File: src/rtl/instr_fetch_pkg.sv
// -----------------------------------------------------------------------------
// instr_fetch_pkg
//   Shared types and constants for the instruction fetch stage and its
//   consumers.
//   - fetch_state_t : fetch FSM states (IDLE, WAIT)
//   - NOP_INSTR     : canonical RISC-V NOP (addi x0, x0, 0), the IR reset value
//   - imm_type_t    : immediate-format encodings used by the immediate generator
//   - imm_field()   : extracts the instr[31:7] slice fed to the immediate generator
// -----------------------------------------------------------------------------
package instr_fetch_pkg;

  typedef enum logic {
    IDLE = 1'b0,
    WAIT = 1'b1
  } fetch_state_t;

  localparam logic [31:0] NOP_INSTR = 32'h0000_0013;

  typedef enum logic [2:0] {
    ITYPE = 3'd0,
    STYPE = 3'd1,
    BTYPE = 3'd2,
    UTYPE = 3'd3,
    JTYPE = 3'd4
  } imm_type_t;

  function automatic logic [24:0] imm_field(input logic [31:0] ir);
    return ir[31:7];
  endfunction

endpackage

File: src/rtl/instr_fetch_if.sv
// -----------------------------------------------------------------------------
// instr_fetch_if
//   Instruction-memory read bus between the fetch stage (master) and the
//   instruction memory (slave).
//   mem_addr   master->slave  32  byte address of the read
//   mem_rd_en  master->slave   1  read request, held high until answered
//   mem_rdata  slave->master  32  read data
//   mem_ready  slave->master   1  mem_rdata valid this cycle
//
// Handshake: a read is outstanding while mem_rd_en=1. mem_addr is stable for
// the whole time mem_rd_en is high. The read completes on the first rising
// clock edge where mem_rd_en=1 and mem_ready=1; mem_rdata is sampled only on
// that edge. mem_ready while mem_rd_en=0 carries no meaning and is ignored.
// -----------------------------------------------------------------------------
interface instr_fetch_if;
  logic [31:0] mem_addr;
  logic        mem_rd_en;
  logic [31:0] mem_rdata;
  logic        mem_ready;

  modport master (
    output mem_addr,
    output mem_rd_en,
    input  mem_rdata,
    input  mem_ready
  );

  modport slave (
    input  mem_addr,
    input  mem_rd_en,
    output mem_rdata,
    output mem_ready
  );
endinterface

File: src/rtl/instr_fetch.sv
// -----------------------------------------------------------------------------
// instr_fetch
//   Multi-cycle instruction fetch stage. Owns PC, old-PC and the instruction
//   register (IR). One memory read per fetch_req; the returned word lands in IR
//   and instr_valid pulses for one cycle. A read that is not answered within
//   TIMEOUT_CYC WAIT cycles is abandoned and raises the sticky fetch_err.
//
// Ports
//   clk, rst     clock, synchronous active-high reset
//   mem          instr_fetch_if.master : instruction memory read bus
//   fetch_req    start a fetch at the current PC (honoured in IDLE only)
//   pc_we        load pc_next into PC (any state)
//   pc_next      next PC from the datapath
//   pc, old_pc   current PC / PC of the instruction held in IR
//   instr        instruction register
//   immed        instr[31:7] for the immediate generator
//   instr_valid  one-cycle pulse: IR updated this cycle
//   busy         high in WAIT
//   fetch_err    sticky error, cleared only by rst
//   state_dbg    current FSM state
//
// Build option
//   FETCH_MISALIGN_TRAP_EN : when defined, a pc_we with pc_next[1:0] != 0 does
//   not write PC and sets fetch_err. When undefined, the low two bits of
//   pc_next are cleared and fetch_err reports timeouts only.
// -----------------------------------------------------------------------------
module instr_fetch
  import instr_fetch_pkg::*;
#(
  parameter logic [31:0] RESET_PC    = 32'h0000_0000,
  parameter int          TIMEOUT_CYC = 16
) (
  input  logic               clk,
  input  logic               rst,
  instr_fetch_if.master      mem,
  input  logic               fetch_req,
  input  logic               pc_we,
  input  logic [31:0]        pc_next,
  output logic [31:0]        pc,
  output logic [31:0]        old_pc,
  output logic [31:0]        instr,
  output logic [24:0]        immed,
  output logic               instr_valid,
  output logic               busy,
  output logic               fetch_err,
  output fetch_state_t       state_dbg
);

  localparam int CNT_W = $clog2(TIMEOUT_CYC + 1);
  localparam logic [CNT_W-1:0] CNT_LIMIT = CNT_W'(TIMEOUT_CYC);

  fetch_state_t     state_q, state_d;
  logic [31:0]      pc_q, pc_d;
  logic [31:0]      old_pc_q, old_pc_d;
  logic [31:0]      instr_q, instr_d;
  logic [31:0]      fetch_addr_q, fetch_addr_d;
  logic [CNT_W-1:0] cnt_q, cnt_d;
  logic             valid_q, valid_d;
  logic             err_q, err_d;

  logic             start;
  logic             capture;
  logic             timeout_hit;
  logic [CNT_W-1:0] cnt_inc;

  // cnt_q holds the number of WAIT cycles already completed, so cnt_inc is
  // the index of the current one; a ready on the limit cycle still captures.
  assign cnt_inc     = cnt_q + CNT_W'(1);
  assign start       = (state_q == IDLE) && fetch_req;
  assign capture     = (state_q == WAIT) && mem.mem_ready;
  assign timeout_hit = (state_q == WAIT) && !mem.mem_ready && (cnt_inc == CNT_LIMIT);

  // ---------------- FSM: state register ----------------
  always_ff @(posedge clk) begin
    if (rst) state_q <= IDLE;
    else     state_q <= state_d;
  end

  // ---------------- FSM: next state ----------------
  always_comb begin
    state_d = state_q;
    case (state_q)
      IDLE:    if (fetch_req) state_d = WAIT;
      WAIT:    if (capture || timeout_hit) state_d = IDLE;
      default: state_d = IDLE;
    endcase
  end

  // ---------------- FSM: outputs ----------------
  always_comb begin
    mem.mem_rd_en = (state_q == WAIT);
    busy          = (state_q == WAIT);
    // The in-flight address stays put even if PC is rewritten during WAIT.
    mem.mem_addr  = (state_q == WAIT) ? fetch_addr_q : pc_q;
  end

  // ---------------- Datapath next values ----------------
  always_comb begin
    pc_d         = pc_q;
    old_pc_d     = old_pc_q;
    instr_d      = instr_q;
    fetch_addr_d = fetch_addr_q;
    cnt_d        = cnt_q;
    valid_d      = 1'b0;
    err_d        = err_q;

    // fetch_addr is taken from the pre-update PC, so a same-cycle pc_we
    // only affects the following fetch.
    if (start) begin
      fetch_addr_d = pc_q;
      cnt_d        = '0;
    end

    if (state_q == WAIT) begin
      cnt_d = cnt_inc;
    end

    if (capture) begin
      instr_d  = mem.mem_rdata;
      old_pc_d = fetch_addr_q;
      valid_d  = 1'b1;
    end

    if (timeout_hit) begin
      err_d = 1'b1;
    end

`ifdef FETCH_MISALIGN_TRAP_EN
    if (pc_we) begin
      if (pc_next[1:0] != 2'b00) err_d = 1'b1;
      else                       pc_d  = pc_next;
    end
`else
    if (pc_we) begin
      pc_d = {pc_next[31:2], 2'b00};
    end
`endif
  end

`ifndef FETCH_MISALIGN_TRAP_EN
  // Low PC bits are discarded in this build.
  logic unused_pc_low;
  assign unused_pc_low = ^pc_next[1:0];
`endif

  // ---------------- Datapath registers ----------------
  always_ff @(posedge clk) begin
    if (rst) begin
      pc_q         <= RESET_PC;
      old_pc_q     <= RESET_PC;
      instr_q      <= NOP_INSTR;
      fetch_addr_q <= RESET_PC;
      cnt_q        <= '0;
      valid_q      <= 1'b0;
      err_q        <= 1'b0;
    end else begin
      pc_q         <= pc_d;
      old_pc_q     <= old_pc_d;
      instr_q      <= instr_d;
      fetch_addr_q <= fetch_addr_d;
      cnt_q        <= cnt_d;
      valid_q      <= valid_d;
      err_q        <= err_d;
    end
  end

  assign pc          = pc_q;
  assign old_pc      = old_pc_q;
  assign instr       = instr_q;
  assign immed       = imm_field(instr_q);
  assign instr_valid = valid_q;
  assign fetch_err   = err_q;
  assign state_dbg   = state_q;

endmodule

File: src/flat_wrapper.sv
// flat-port wrapper written by rule: the top's interface ports become plain ports
module instr_fetch_flat import instr_fetch_pkg::*;
#(
  parameter logic [31:0] RESET_PC    = 32'h0000_0000,
  parameter int          TIMEOUT_CYC = 16
)
  (clk, rst, fetch_req, pc_we, pc_next, pc, old_pc, instr, immed, instr_valid, busy, fetch_err, state_dbg, mem_mem_addr, mem_mem_rd_en, mem_mem_rdata, mem_mem_ready);
  instr_fetch_if mem_i ();
  input  logic clk;
  input  logic rst;
  input  logic fetch_req;
  input  logic pc_we;
  input  logic [31:0] pc_next;
  output logic [31:0] pc;
  output logic [31:0] old_pc;
  output logic [31:0] instr;
  output logic [24:0] immed;
  output logic instr_valid;
  output logic busy;
  output logic fetch_err;
  output fetch_state_t state_dbg;
  output wire logic [$bits(mem_i.mem_addr)-1:0] mem_mem_addr;
  output wire logic [$bits(mem_i.mem_rd_en)-1:0] mem_mem_rd_en;
  input wire logic [$bits(mem_i.mem_rdata)-1:0] mem_mem_rdata;
  input wire logic [$bits(mem_i.mem_ready)-1:0] mem_mem_ready;
  assign mem_mem_addr = mem_i.mem_addr;
  assign mem_mem_rd_en = mem_i.mem_rd_en;
  assign mem_i.mem_rdata = mem_mem_rdata;
  assign mem_i.mem_ready = mem_mem_ready;
  instr_fetch #(.RESET_PC(RESET_PC), .TIMEOUT_CYC(TIMEOUT_CYC)) u_core (.clk(clk), .rst(rst), .mem(mem_i), .fetch_req(fetch_req), .pc_we(pc_we), .pc_next(pc_next), .pc(pc), .old_pc(old_pc), .instr(instr), .immed(immed), .instr_valid(instr_valid), .busy(busy), .fetch_err(fetch_err), .state_dbg(state_dbg));
endmodule
File: config.mk
export PLATFORM = sky130hd
export DESIGN_NAME = instr_fetch_flat
export DESIGN_NICKNAME = d
export VERILOG_FILES = /design/src/rtl/instr_fetch_pkg.sv /design/src/rtl/instr_fetch_if.sv /design/src/rtl/instr_fetch.sv /design/src/flat_wrapper.sv
export SDC_FILE = /design/constraint.sdc
export NUM_CORES = 1
export LEC_CHECK = 0
export CAP_MARGIN = 25
export CORE_MARGIN = 8
export CORE_UTILIZATION = 35
export CTS_CLUSTER_SIZE = 40
export DETAILED_ROUTE_END_ITERATION = 10
export GPL_ROUTABILITY_DRIVEN = 0
export PLACE_DENSITY = 0.73
export REMOVE_ABC_BUFFERS = 1
export SLEW_MARGIN = 20
export SYNTH_ARGS = -nofsm -noshare
export SYNTH_HDL_FRONTEND = slang
export SYNTH_SLANG_ARGS = --single-unit
File: constraint.sdc
create_clock -name clk -period 2 [get_ports clk]
set_clock_uncertainty 0.1 [all_clocks]
set_input_delay 0.2 -clock clk [delete_from_list [all_inputs] [get_ports clk]]
set_output_delay 0.2 -clock clk [all_outputs]
set_load 0.01 [all_outputs]
# After elaboration in Yosys (flattened, before gate mapping)
# Index checks and enable logic that the tools add are counted.
# totals
reg_bits	130
latchBits	0
ram_bits	0
rom_bits	0
in_bits	69
output_inout_bits	158
word_cells	25
memories	0
# op_classes
n_addsub	1
multipliers	0
n_div	0
magnitude_cmp	0
n_eq_ne	1
shift	0
mux	7
n_bitwise	1
n_reduce_logical	7
# ops
op	count
$mux 32	1
$mux 5	2
$add 5x1->5 const B	1
$eq 5x5->1 const B	1
$logic_and 1x1->1	4
$mux 1	3
$pmux 1 s2	1
$reduce_bool 2->1	1
$logic_not 1->1	1
$logic_or 1x1->1	1
$not 1->1	1

# Logic depth before layout (Yosys ltp)
# Gate-level depths: netlist (run 1).
# depth
depth_word	6
mapped_depth	6
ltp_nobuf	5

# Least setup slack after synthesis (run 1)
# No wires, ideal clock.
# synth_timing
path_type	register -> output
from	reg u_core.state_q, in the netlist u_core.busy
to	out mem_mem_addr[10]
arrival_time_ns	1.145
path_slack_ns	0.555
path_stages_with_launch	4
path_buffers	2
cell_sequence	dfxtp_1 buf_4 buf_2 mux2_2
# synth_via
elab_chain_len	1
# synth_lines
element	line_no	rtl
start: declaration	instr_fetch.sv:52	fetch_state_t state_q, state_d;
start signal: assignment	instr_fetch.sv:76	else state_q <= state_d;
$mux 32	instr_fetch.sv:94	mem.mem_addr = (state_q == WAIT) ? fetch_addr_q : pc_q;
end: declaration	flat_wrapper.sv:22	output wire logic [$bits(mem_i.mem_addr)-1:0] mem_mem_addr;
# No other way between the ends.

# Final worst setup path (run 1)
# layout_timing
from	reg u_core.state_q, in the netlist u_core.busy
to	out mem_mem_addr[20]
# The elaborated chain is that of the path after synthesis.

==> Implementation_results.wiki, run 1 <==
{| class="wikitable"
! Metric !! Value
|-
| Max cap viols || 0
|-
| Critical path class || flip-flop to primary output
|-
| Instance count of the mapped netlist || 610
|-
| All-Layer GR Usage || 0.159
|-
| Vias in the first global route || 4439
|-
| Count of clock tree sinks || 130
|-
| Slew Viols, Final || 0
|-
| Number of setup violations in the final report || 0
|-
| Effective utilization at floorplan || 0.359
|-
| P&R area growth vs syn || 52.2%
|-
| Largest net degree at the start of global routing || 45
|-
| Number of enable-type register cells in the synthesized netlist || 0
|-
| Hold buffers post-CTS || 0
|-
| Vias || around 4600
|-
| Max-slew headroom || 0.626
|-
| Via density per instance || between 4 and 5
|-
| Cell leakage power || 3.11 nW
|-
| Routed length per placed instance || 15.9 um
|-
| Final critical-path setup slack || 0.0526 ns
|-
| Startpoint class of the critical path || flip-flop
|-
| Die height || 138 um
|-
| Ports placed on the boundary || around 230
|-
| Count of nets after finishing || 867
|-
| Root buffer cell || sky130_fd_sc_hd__clkbuf_16
|-
| Filler Cells Inserted || 1326
|-
| CTS Buffer Depth || 2
|-
| Worst-skew pair later-pin latency || 0.40 ns
|-
| Place WS || 0.262 ns
|-
| Slew at the pin closest to its max-slew limit || 0.560 ns
|-
| Drt first pass iters || 4
|-
| Placeable Area || 14600 um2
|-
| FMAX || 514 MHz
|-
| Remaining number of nets flagged by the antenna check after routing || 0
|-
| Outcome || complete, no violations
|-
| Dpl hpwl || around 11000 um
|-
| Syn Std Cell Area || approximately 5200 um2
|-
| Initial antenna violation count || 0
|-
| Fraction of layout instances using a drive strength above 1 || 0.104
|-
| Critical path endpoint category || primary output
|-
| Fraction of the yosys area taken by sequential cells || 0.496
|-
| Async set-reset flop share out of synthesis || 0
|-
| Wire length of the first global-routing pass || between 20000 and 25000 um
|-
| Required time of the worst setup path || 1.70 ns
|-
| N_diodes || 0
|-
| Count of state elements after synthesis || 130
|-
| Number of buffers created by CTS || 17
|-
| Pwr per Cell Area || around 840 nW/um2
|-
| Data arrival time of the critical path || 1.65 ns
|-
| Width of the chip || approximately 140 um
|-
| Main flop type after synthesis || sky130_fd_sc_hd__dfxtp_1
|-
| Minimum period implied by the final worst setup slack || 1.95 ns
|-
| Final Cycle Share || 0.974
|-
| Initial DRC count || 173
|-
| Max rail drop VDD || 0.000501 V
|-
| Full die area || 19200 um2
|-
| Post-route cell area || 7980 um2
|-
| Path class of the lowest-slack min-delay path || input pin to flip-flop
|-
| Yosys warns || 0
|-
| Synth Area per Inst || 8.60 um2
|-
| Largest driver fanout on the critical path || 8
|-
| Overall power consumption || 6.68 mW
|-
| Residual overflow from global routing || 0
|-
| Post-place instance area || 7380 um2
|-
| Setup repair after global routing missed its margin || yes
|-
| Number of levels in the clock H-tree || 4
|-
| Number of port buffers || 218
|-
| Row count || 44
|-
| Clock-pin slew on the worst setup and hold paths || 0.05 ns
|-
| Drc violations || 0
|-
| Number of distinct library cell variants in the gate-level netlist after synthesis || 27
|-
| Final Hold Viols || 0
|-
| CTS tree || built
|-
| Post-detailed-routing wire length || 15700 um
|}
sequential cells by signal, indices dropped and copies added (netlist names):
signal / cells
u_core.instr: 32
u_core.fetch_addr_q: 30
u_core.old_pc: 30
u_core.pc: 30
u_core.cnt_q: 5
u_core.busy: 1
u_core.fetch_err: 1
u_core.instr_valid: 1
cell usage after synthesis, types with 4 or more instances:
cell                       count  area share
sky130_fd_sc_hd__clkbuf_1     11      0.0079
sky130_fd_sc_hd__buf_2        23       0.022
sky130_fd_sc_hd__a21oi_1      94       0.090
sky130_fd_sc_hd__nor2_1       37       0.026
sky130_fd_sc_hd__nand3b_1      4      0.0057
sky130_fd_sc_hd__dfxtp_1     130        0.50
sky130_fd_sc_hd__mux2i_1      32       0.061
sky130_fd_sc_hd__buf_6         7       0.015
sky130_fd_sc_hd__buf_4        34       0.049
sky130_fd_sc_hd__mux2_2       30       0.064
sky130_fd_sc_hd__nand2_1     185        0.13
worst paths after layout:
| path | from | end | slack, ns | cells past startpoint |
|---|---|---|---|---|
| setup / recovery | u_core.busy$_SDFF_PP0_ | mem_mem_addr[20] | 0.05 | 3 |
| setup reg to reg | u_core.cnt_q[0]$_SDFFE_PP0P_ | u_core.busy$_SDFF_PP0_ | 0.46 | 5 |
| hold / removal | rst | u_core.pc[12]$_SDFFE_PP0P_ | 0.12 | 2 |
| hold reg to reg | u_core.fetch_err$_SDFFE_PP0P_ | u_core.fetch_err$_SDFFE_PP0P_ | 0.35 | 2 |
final cells by class:
cell class | count | area (um2) | share of cell area
clock buffer | 25 | 465 | 0.0583
clock inverter | 6 | 105 | 0.0132
inverter | 1 | 3.75 | 0.000470
multi-input combinational | 408 | 2170 | 0.271
sequential | 130 | 2610 | 0.327
tap | 184 | 230 | 0.0288
timing repair buffer | 238 | 2400 | 0.301
per-layer routing:
| layer | GRT usage | routed length (um) | vias up |
|---|---|---|---|
| li1 | - | - | 2324 |
| met1 | 0.190 | 7190 | 2057 |
| met2 | 0.250 | 7090 | 158 |
| met3 | 0.0685 | 1280 | 16 |
| met4 | 0.0549 | 170 | 0 |
| met5 | 0 | 0 | - |
cells in the final DEF (no fill, tap or decap), drive strengths merged:
master / n
nor3: 1
nand3: 3
conb: 6
clkbuf: 27
a41oi: 1
mux2: 30
dlygate4sd2: 27
nand2b: 2
and2: 1
nor2b: 2
o21ai: 2
clkdlybuf4s50: 186
inv: 1
nand3b: 4
mux2i: 32
nand2: 186
nor2: 37
clkinv: 3
bufinv: 3
nor3b: 2
a31o: 1
xor2: 2
ha: 2
a21oi: 94
dfxtp: 130
buf: 23
kinds of logic after synthesis:
logic type               Yosys count  share of synthesized area
AO/OA/AOI/OAI                     98                     0.0950
flip-flops                       130                      0.496
other                              1                   0.000715
multiplexers                      62                      0.126
adder cells (fa/ha/maj)            2                    0.00477
AND/OR/NAND/NOR                  238                      0.179
buffers and inverters             77                     0.0950
XOR/XNOR                           2                    0.00334
stage by stage:
stage	hold slack, ns	setup TNS, ns	cells	utilization
2_1_floorplan	0.169	-82.87	539	-
3_3_place_gp	0.335	0	958	0.506
3_5_place_dp	0.345	0	958	0.506
4_1_cts	0.110	-0.0390	991	0.546
5_1_grt	0.140	-0.00491	992	0.547
6_report	0.124	0	992	0.547
what timing repair did:
action | CTS | global route
buffers inserted | 1 | 0
pin swaps | 0 | 0
endpoints found under the setup margin | 30 | 2
cloned | 1 | 1
gates resized for setup | 41 | 3
worst max-delay path: stages (launching register included):
cell                            delay (ns)
sky130_fd_sc_hd__dfxtp_4              0.43
sky130_fd_sc_hd__clkbuf_16            0.19
sky130_fd_sc_hd__mux2_2               0.34
sky130_fd_sc_hd__dlygate4sd2_1        0.28
power by group:
| part | switching, mW | internal [mW] | total (mW) |
|---|---|---|---|
| logic | 0.394 | 0.479 | 0.873 |
| registers | 0.0796 | 2.68 | 2.76 |
| clock network | 1.06 | 1.98 | 3.04 |
| total | 1.53 | 5.14 | 6.68 |
Power figures use the tool's default switching activity.
==> run 2, diff against run 1 <==
--- a/config.mk
+++ b/config.mk
@@ -11,9 +11,10 @@
 export CTS_CLUSTER_SIZE = 40
 export DETAILED_ROUTE_END_ITERATION = 10
 export GPL_ROUTABILITY_DRIVEN = 0
+export MAX_ROUTING_LAYER = met4
 export PLACE_DENSITY = 0.73
 export REMOVE_ABC_BUFFERS = 1
-export SLEW_MARGIN = 20
+export SLEW_MARGIN = 0
 export SYNTH_ARGS = -nofsm -noshare
 export SYNTH_HDL_FRONTEND = slang
 export SYNTH_SLANG_ARGS = --single-unit
==> run 2 against run 1 <==
Cell count unchanged. Global-route usage increased by 0.46 points. Setup slack got worse by 0.0011 ns.
==> Implementation_results.wiki, run 2 (synthesized netlist as in run 1, its figures left out) <==
{| class="wikitable"
! Metric !! Value
|-
| Worst-skew pair later-pin latency || 0.40 ns (about the same)
|-
| Root buffer cell || sky130_fd_sc_hd__clkbuf_16
|-
| Post-route cell area || 7980 um2 (unchanged)
|-
| Largest net degree at the start of global routing || 45 (unchanged)
|-
| Outcome || complete, no violations
|-
| Startpoint class of the critical path || flip-flop
|-
| Fraction of layout instances using a drive strength above 1 || 0.104 (unchanged)
|-
| Path class of the lowest-slack min-delay path || input pin to flip-flop
|-
| Hold buffers post-CTS || 0 (unchanged)
|-
| Max-slew headroom || 0.631 (+0.00451)
|-
| Top library cells by usage in the layout, fill and taps aside || sky130_fd_sc_hd__clkdlybuf4s50_1 (186), sky130_fd_sc_hd__nand2_1 (185), sky130_fd_sc_hd__dfxtp_1 (129)
|-
| Critical Path Start || u_core.busy$_SDFF_PP0_
|-
| Slew Viols, Final || 0 (unchanged)
|-
| Largest driver fanout on the critical path || 8 (unchanged)
|-
| Critical path endpoint category || primary output
|-
| Number of levels in the clock H-tree || 4 (unchanged)
|-
| Drt first pass iters || 4 (unchanged)
|-
| CTS tree || built
|-
| Count of clock tree sinks || 130 (unchanged)
|-
| Die height || 138 um (unchanged)
|-
| Width of the chip || 138 um (unchanged)
|-
| Minimum period implied by the final worst setup slack || 1.95 ns (+0.00113 ns)
|-
| Hold Path Origin || rst
|-
| Row count || 44 (unchanged)
|-
| Pwr per Cell Area || 837 nW/um2 (about the same)
|-
| WP buf/inv || 2 (unchanged)
|-
| Cell leakage power || 3.11 nW (unchanged)
|-
| Number of setup violations in the final report || 0 (unchanged)
|-
| Ports placed on the boundary || 227 (unchanged)
|-
| Proportion of power drawn by flip-flops and latches || 0.414 (about the same)
|-
| CP delay by family, top || buffers and inverters
|-
| Residual overflow from global routing || 0 (unchanged)
|-
| Data arrival time of the critical path || 1.65 ns (about the same)
|-
| CTS Buffer Depth || 2 (unchanged)
|-
| Switch Pwr || 1.53 mW (about the same)
|-
| Full die area || 19200 um2 (unchanged)
|-
| Slew at the pin closest to its max-slew limit || 0.554 ns (-0.00677 ns)
|-
| Count of cells along the worst register-to-register path || 5 (unchanged)
|-
| Wire length of the first global-routing pass || 24800 um (-0.19%)
|-
| Remaining number of nets flagged by the antenna check after routing || 0 (unchanged)
|-
| Logic depth of the worst path, buffers included || 3 (unchanged)
|-
| Critical path class || flip-flop to primary output
|-
| Fin Hold WS || 0.123 ns (-0.000204 ns)
|-
| Initial antenna violation count || 0 (unchanged)
|-
| Min-Delay Path Depth || 2 (unchanged)
|-
| Share of power burned in the clock network || 0.455 (about the same)
|-
| Initial DRC count || 158 (-8.7%)
|-
| Leading cell type in the layout, fill and taps excluded || sky130_fd_sc_hd__clkdlybuf4s50_1
|-
| P&R area growth vs syn || 52.2% (unchanged)
|-
| All-Layer GR Usage || 0.164 (+0.00460)
|-
| Effective utilization at floorplan || 0.359 (unchanged)
|-
| Count of nets after finishing || 867 (unchanged)
|-
| Internal Dissipation || 5.14 mW (about the same)
|-
| Placeable Area || 14600 um2 (unchanged)
|-
| Critical-path top delay cell || sky130_fd_sc_hd__dfxtp_4
|-
| Largest incremental delay on the critical path || 0.43 ns (about the same)
|-
| Vias || 4551 (-0.088%)
|-
| Number of buffers created by CTS || 17 (unchanged)
|-
| Final instance count without filler cells || 992 (unchanged)
|-
| Fraction of power spent switching nets || 0.230 (about the same)
|-
| Vias in the first global route || 4472 (+0.74%)
|-
| Worst path cell trace || clkbuf_16 > mux2_2 > dlygate4sd2_1
|-
| Max rail drop VDD || 0.000501 V (+0.15%)
|-
| Clock-pin slew on the worst setup and hold paths || 0.05 ns (about the same)
|-
| Via density per instance || 4.59 (about the same)
|-
| Final Cycle Share || 0.974 (about the same)
|-
| Setup repair after global routing missed its margin || yes
|-
| Total placed cells including tap cells || 958 (unchanged)
|-
| N_diodes || 0 (unchanged)
|-
| Post-place instance area || 7380 um2 (unchanged)
|-
| Number of port buffers || 218 (unchanged)
|-
| Dpl hpwl || 11000 um (unchanged)
|-
| Number of flip-flops under the largest register name || 32 (unchanged)
|-
| Setup TNS || 0 ns (unchanged)
|-
| Post-detailed-routing wire length || 15700 um (-0.25%)
|-
| Max cap viols || 0 (unchanged)
|-
| Comb power frac || 0.131 (about the same)
|-
| Routed length per placed instance || 15.8 um (-0.25%)
|-
| Final Hold Viols || 0 (unchanged)
|-
| Required time of the worst setup path || 1.70 ns (about the same)
|-
| Launch instance of the worst register-to-register path || u_core.cnt_q[0]$_SDFFE_PP0P_
|-
| FMAX || 513 MHz (about the same)
|-
| End-of-flow core utilization || 0.547 (unchanged)
|-
| Drc violations || 0 (unchanged)
|}
[run 2: cell counts in the layout (fill, tap and decap cells not counted)]
No cell type changed its count.
[run 2: what timing repair did]
item / 4_1_cts / 5_1_grt
gates cloned: 1 / 1
gates resized for setup: 41 / 3
buffers inserted: 1 / 0
endpoints found under the setup margin: 30 / 2
[run 2: final cells by class]
type	instances	area, um2
Sequential cell	130	2610
Inverter	1	3.75
Timing Repair Buffer	238	2400
Fill cell	1326	6610
Clock buffer	25	465
Clock inverter	6	105
Tap cell	184	230
Multi-Input combinational cell	408	2170
[run 2: power groups by stage]
stage	logic [mW]	clock network, mW	registers, mW
final	0.873	3.04	2.76
after global routing	0.944	3.23	2.78
after CTS	0.878	3.12	2.76
after detailed placement	0.887	0	2.82
after global placement	0.881	0	2.81
after floorplan	0.248	0	2.86
[run 2: per-layer routing]
metal	share of wire	up-vias	GRT usage
met2	0.45	160	0.252
met1	0.46	2054	0.194
met4	0.012	0	0.0549
met3	0.073	16	0.0603
li1	-	2321	-
met5	0	-	-
[run 2: worst paths after layout]
check | slack, ns | to
min reg2reg | 0.35 | u_core.old_pc[14]$_SDFFE_PP0P_
max reg2reg | 0.46 | u_core.busy$_SDFF_PP0_
min | 0.12 | u_core.pc[12]$_SDFFE_PP0P_
max | 0.05 | mem_mem_addr[20]
[run 2: per-stage QoR]
| stage | setup WS [ns] | total power [mW] |
|---|---|---|
| after floorplan | -1.01 | 3.11 |
| after global placement | 0.274 | 3.69 |
| after detailed placement | 0.262 | 3.70 |
| after CTS | -0.0274 | 6.76 |
| after global routing | -0.00533 | 6.95 |
| final | 0.0515 | 6.68 |
==> run 3, diff against run 2 <==
--- a/config.mk
+++ b/config.mk
@@ -11,6 +11,7 @@
 export CTS_CLUSTER_SIZE = 40
 export DETAILED_ROUTE_END_ITERATION = 10
 export GPL_ROUTABILITY_DRIVEN = 0
+export HOLD_SLACK_MARGIN = 0.12
 export MAX_ROUTING_LAYER = met4
 export PLACE_DENSITY = 0.73
 export REMOVE_ABC_BUFFERS = 1
==> run 3 against run 2 <==
Clock power barely moved. Sequential cell count did not move. Non-clock buffer count rose by 1. Count of clock-buffer cells in the layout did not move. Via count barely moved.
==> Implementation_results.wiki, run 3 (synthesized netlist as in run 1, its figures left out) <==
{| class="wikitable"
! Metric !! Value
|-
| Final Hold Viols || 0 (unchanged)
|-
| Largest incremental delay on the critical path || 0.43 ns (about the same)
|-
| Number of flip-flops under the largest register name || 32 (unchanged)
|-
| Remaining number of nets flagged by the antenna check after routing || 0 (unchanged)
|-
| Share of power burned in the clock network || 0.455 (about the same)
|-
| Initial antenna violation count || 0 (unchanged)
|-
| Pwr per Cell Area || 835 nW/um2 (-0.16%)
|-
| Width of the chip || 138 um (unchanged)
|-
| Data arrival time of the critical path || 1.65 ns (about the same)
|-
| Final Cycle Share || 0.975 (about the same)
|-
| Startpoint class of the critical path || flip-flop
|-
| Dpl hpwl || 11000 um (unchanged)
|-
| Count of nets after finishing || 868 (+0.12%)
|-
| P&R area growth vs syn || 52.4%
|-
| Comb power frac || 0.131 (about the same)
|-
| FMAX || 513 MHz (about the same)
|-
| Number of levels in the clock H-tree || 4 (unchanged)
|-
| Internal Dissipation || 5.15 mW (about the same)
|-
| Clock-pin slew on the worst setup and hold paths || 0.05 ns (about the same)
|-
| All-Layer GR Usage || 0.164 (unchanged)
|-
| Minimum period implied by the final worst setup slack || 1.95 ns (+0.000652 ns)
|-
| Ports placed on the boundary || 227 (unchanged)
|-
| Drt first pass iters || 4 (unchanged)
|-
| Slew at the pin closest to its max-slew limit || 0.554 ns (-0.000141 ns)
|-
| Worst-skew pair later-pin latency || 0.40 ns (about the same)
|-
| Vias || 4547 (-0.088%)
|-
| Max-slew headroom || 0.631 (about the same)
|-
| Critical-path top delay cell || sky130_fd_sc_hd__dfxtp_4
|-
| Post-place instance area || 7380 um2 (unchanged)
|-
| Initial DRC count || 155 (-1.9%)
|-
| Outcome || complete, no violations
|-
| CTS tree || built
|-
| Number of setup violations in the final report || 0 (unchanged)
|-
| Routed length per placed instance || 15.8 um (-0.19%)
|-
| Largest driver fanout on the critical path || 8 (unchanged)
|-
| Row count || 44 (unchanged)
|-
| N_diodes || 0 (unchanged)
|-
| Required time of the worst setup path || 1.70 ns (about the same)
|-
| Proportion of power drawn by flip-flops and latches || 0.414 (about the same)
|-
| Path class of the lowest-slack min-delay path || input pin to flip-flop
|-
| Post-route cell area || 7990 um2 (+0.13%)
|-
| CTS Buffer Depth || 2 (unchanged)
|-
| Top library cells by usage in the layout, fill and taps aside || sky130_fd_sc_hd__clkdlybuf4s50_1 (186), sky130_fd_sc_hd__nand2_1 (185), sky130_fd_sc_hd__dfxtp_1 (129)
|-
| Leading cell type in the layout, fill and taps excluded || sky130_fd_sc_hd__clkdlybuf4s50_1
|-
| Root buffer cell || sky130_fd_sc_hd__clkbuf_16
|-
| Number of buffers created by CTS || 17 (unchanged)
|-
| Residual overflow from global routing || 0 (unchanged)
|-
| Slew Viols, Final || 0 (unchanged)
|-
| Setup repair after global routing missed its margin || yes
|-
| Via density per instance || 4.58 (-0.19%)
|-
| Drc violations || 0 (unchanged)
|-
| Fraction of power spent switching nets || 0.229 (-0.000415)
|-
| Cell leakage power || 3.11 nW (+0.13%)
|-
| Max rail drop VDD || 0.000501 V (about the same)
|-
| Fraction of layout instances using a drive strength above 1 || 0.104 (-0.000129)
|-
| WP buf/inv || 2 (unchanged)
|-
| Vias in the first global route || 4472 (unchanged)
|-
| Wire length of the first global-routing pass || 24800 um (unchanged)
|-
| Switch Pwr || 1.53 mW (-0.21%)
|-
| Full die area || 19200 um2 (unchanged)
|-
| Filler Cells Inserted || 1323 (-0.23%)
|-
| Post-detailed-routing wire length || 15700 um (about the same)
|-
| Number of port buffers || 218 (unchanged)
|-
| CP delay by family, top || buffers and inverters
|-
| Die height || 138 um (unchanged)
|-
| Count of clock tree sinks || 130 (unchanged)
|-
| Critical path class || flip-flop to primary output
|-
| Placeable Area || 14600 um2 (unchanged)
|-
| Critical path endpoint category || primary output
|-
| Largest net degree at the start of global routing || 45 (unchanged)
|-
| Setup TNS || 0 ns (unchanged)
|-
| Overall power consumption || 6.68 mW (about the same)
|-
| Effective utilization at floorplan || 0.359 (unchanged)
|-
| Max cap viols || 0 (unchanged)
|-
| Worst path cell trace || clkbuf_16 > mux2_2 > dlygate4sd2_1
|}
run 3: cell count changes in the layout (fill, tap and decap cells not counted), sizes merged:
cell	before	now
dlygate4sd3	0	1
run 3: final timing paths:
kind | end | start | cells after the start | slack [ns]
max | mem_mem_addr[20] | u_core.busy$_SDFF_PP0_ | 3 | 0.05
min | u_core.instr[12]$_SDFFE_PP0P_ | mem_mem_rdata[12] | 3 | 0.24
max reg2reg | u_core.busy$_SDFF_PP0_ | u_core.cnt_q[0]$_SDFFE_PP0P_ | 5 | 0.46
min reg2reg | u_core.old_pc[14]$_SDFFE_PP0P_ | u_core.old_pc[14]$_SDFFE_PP0P_ | 2 | 0.35
run 3: cell type report:
type,instances,area [um2],share of cell area
inverter,1,3.75,0.000470
tap,184,230,0.0288
timing repair buffer,239,2410,0.302
sequential,130,2610,0.326
clock buffer,25,465,0.0582
multi-input combinational,408,2170,0.271
clock inverter,6,105,0.0132
run 3: power by group through the flow:
stage / Sequential (mW) / Clock (mW) / Combinational, mW
finish: 2.76 / 3.04 / 0.874
global placement: 2.81 / 0 / 0.881
floorplan: 2.86 / 0 / 0.248
CTS: 2.76 / 3.12 / 0.880
detailed placement: 2.82 / 0 / 0.887
global route: 2.78 / 3.23 / 0.946
run 3: worst min-delay path: stages:
cell and delay (ns):
sky130_fd_sc_hd__clkdlybuf4s50_1 0.40, sky130_fd_sc_hd__nand2_1 0.06, sky130_fd_sc_hd__a21oi_1 0.05
run 3: routing by layer:
metal	wire length, um	global-route usage
met5	0	-
met4	189	0.0549
met3	1170	0.0603
met2	7090	0.252
met1	7230	0.194
run 3: per-stage QoR:
stage | hold WS (ns) | utilization | cells | setup slack (ns)
2_1_floorplan | 0.169 | - | 539 | -1.01
3_3_place_gp | 0.335 | 0.506 | 958 | 0.274
3_5_place_dp | 0.345 | 0.506 | 958 | 0.262
4_1_cts | 0.221 | 0.546 | 992 | -0.0274
5_1_grt | 0.237 | 0.548 | 993 | -0.00533
6_report | 0.244 | 0.548 | 993 | 0.0508
run 3: repair_timing:
action                     in CTS  in global routing
pin swaps                       0                  0
cloned                          1                  1
hold endpoints to repair        9                  0
setup buffers                   1                  0
setup endpoints to repair      30                  2
resized for setup              41                  3
hold buffers                    1                  0
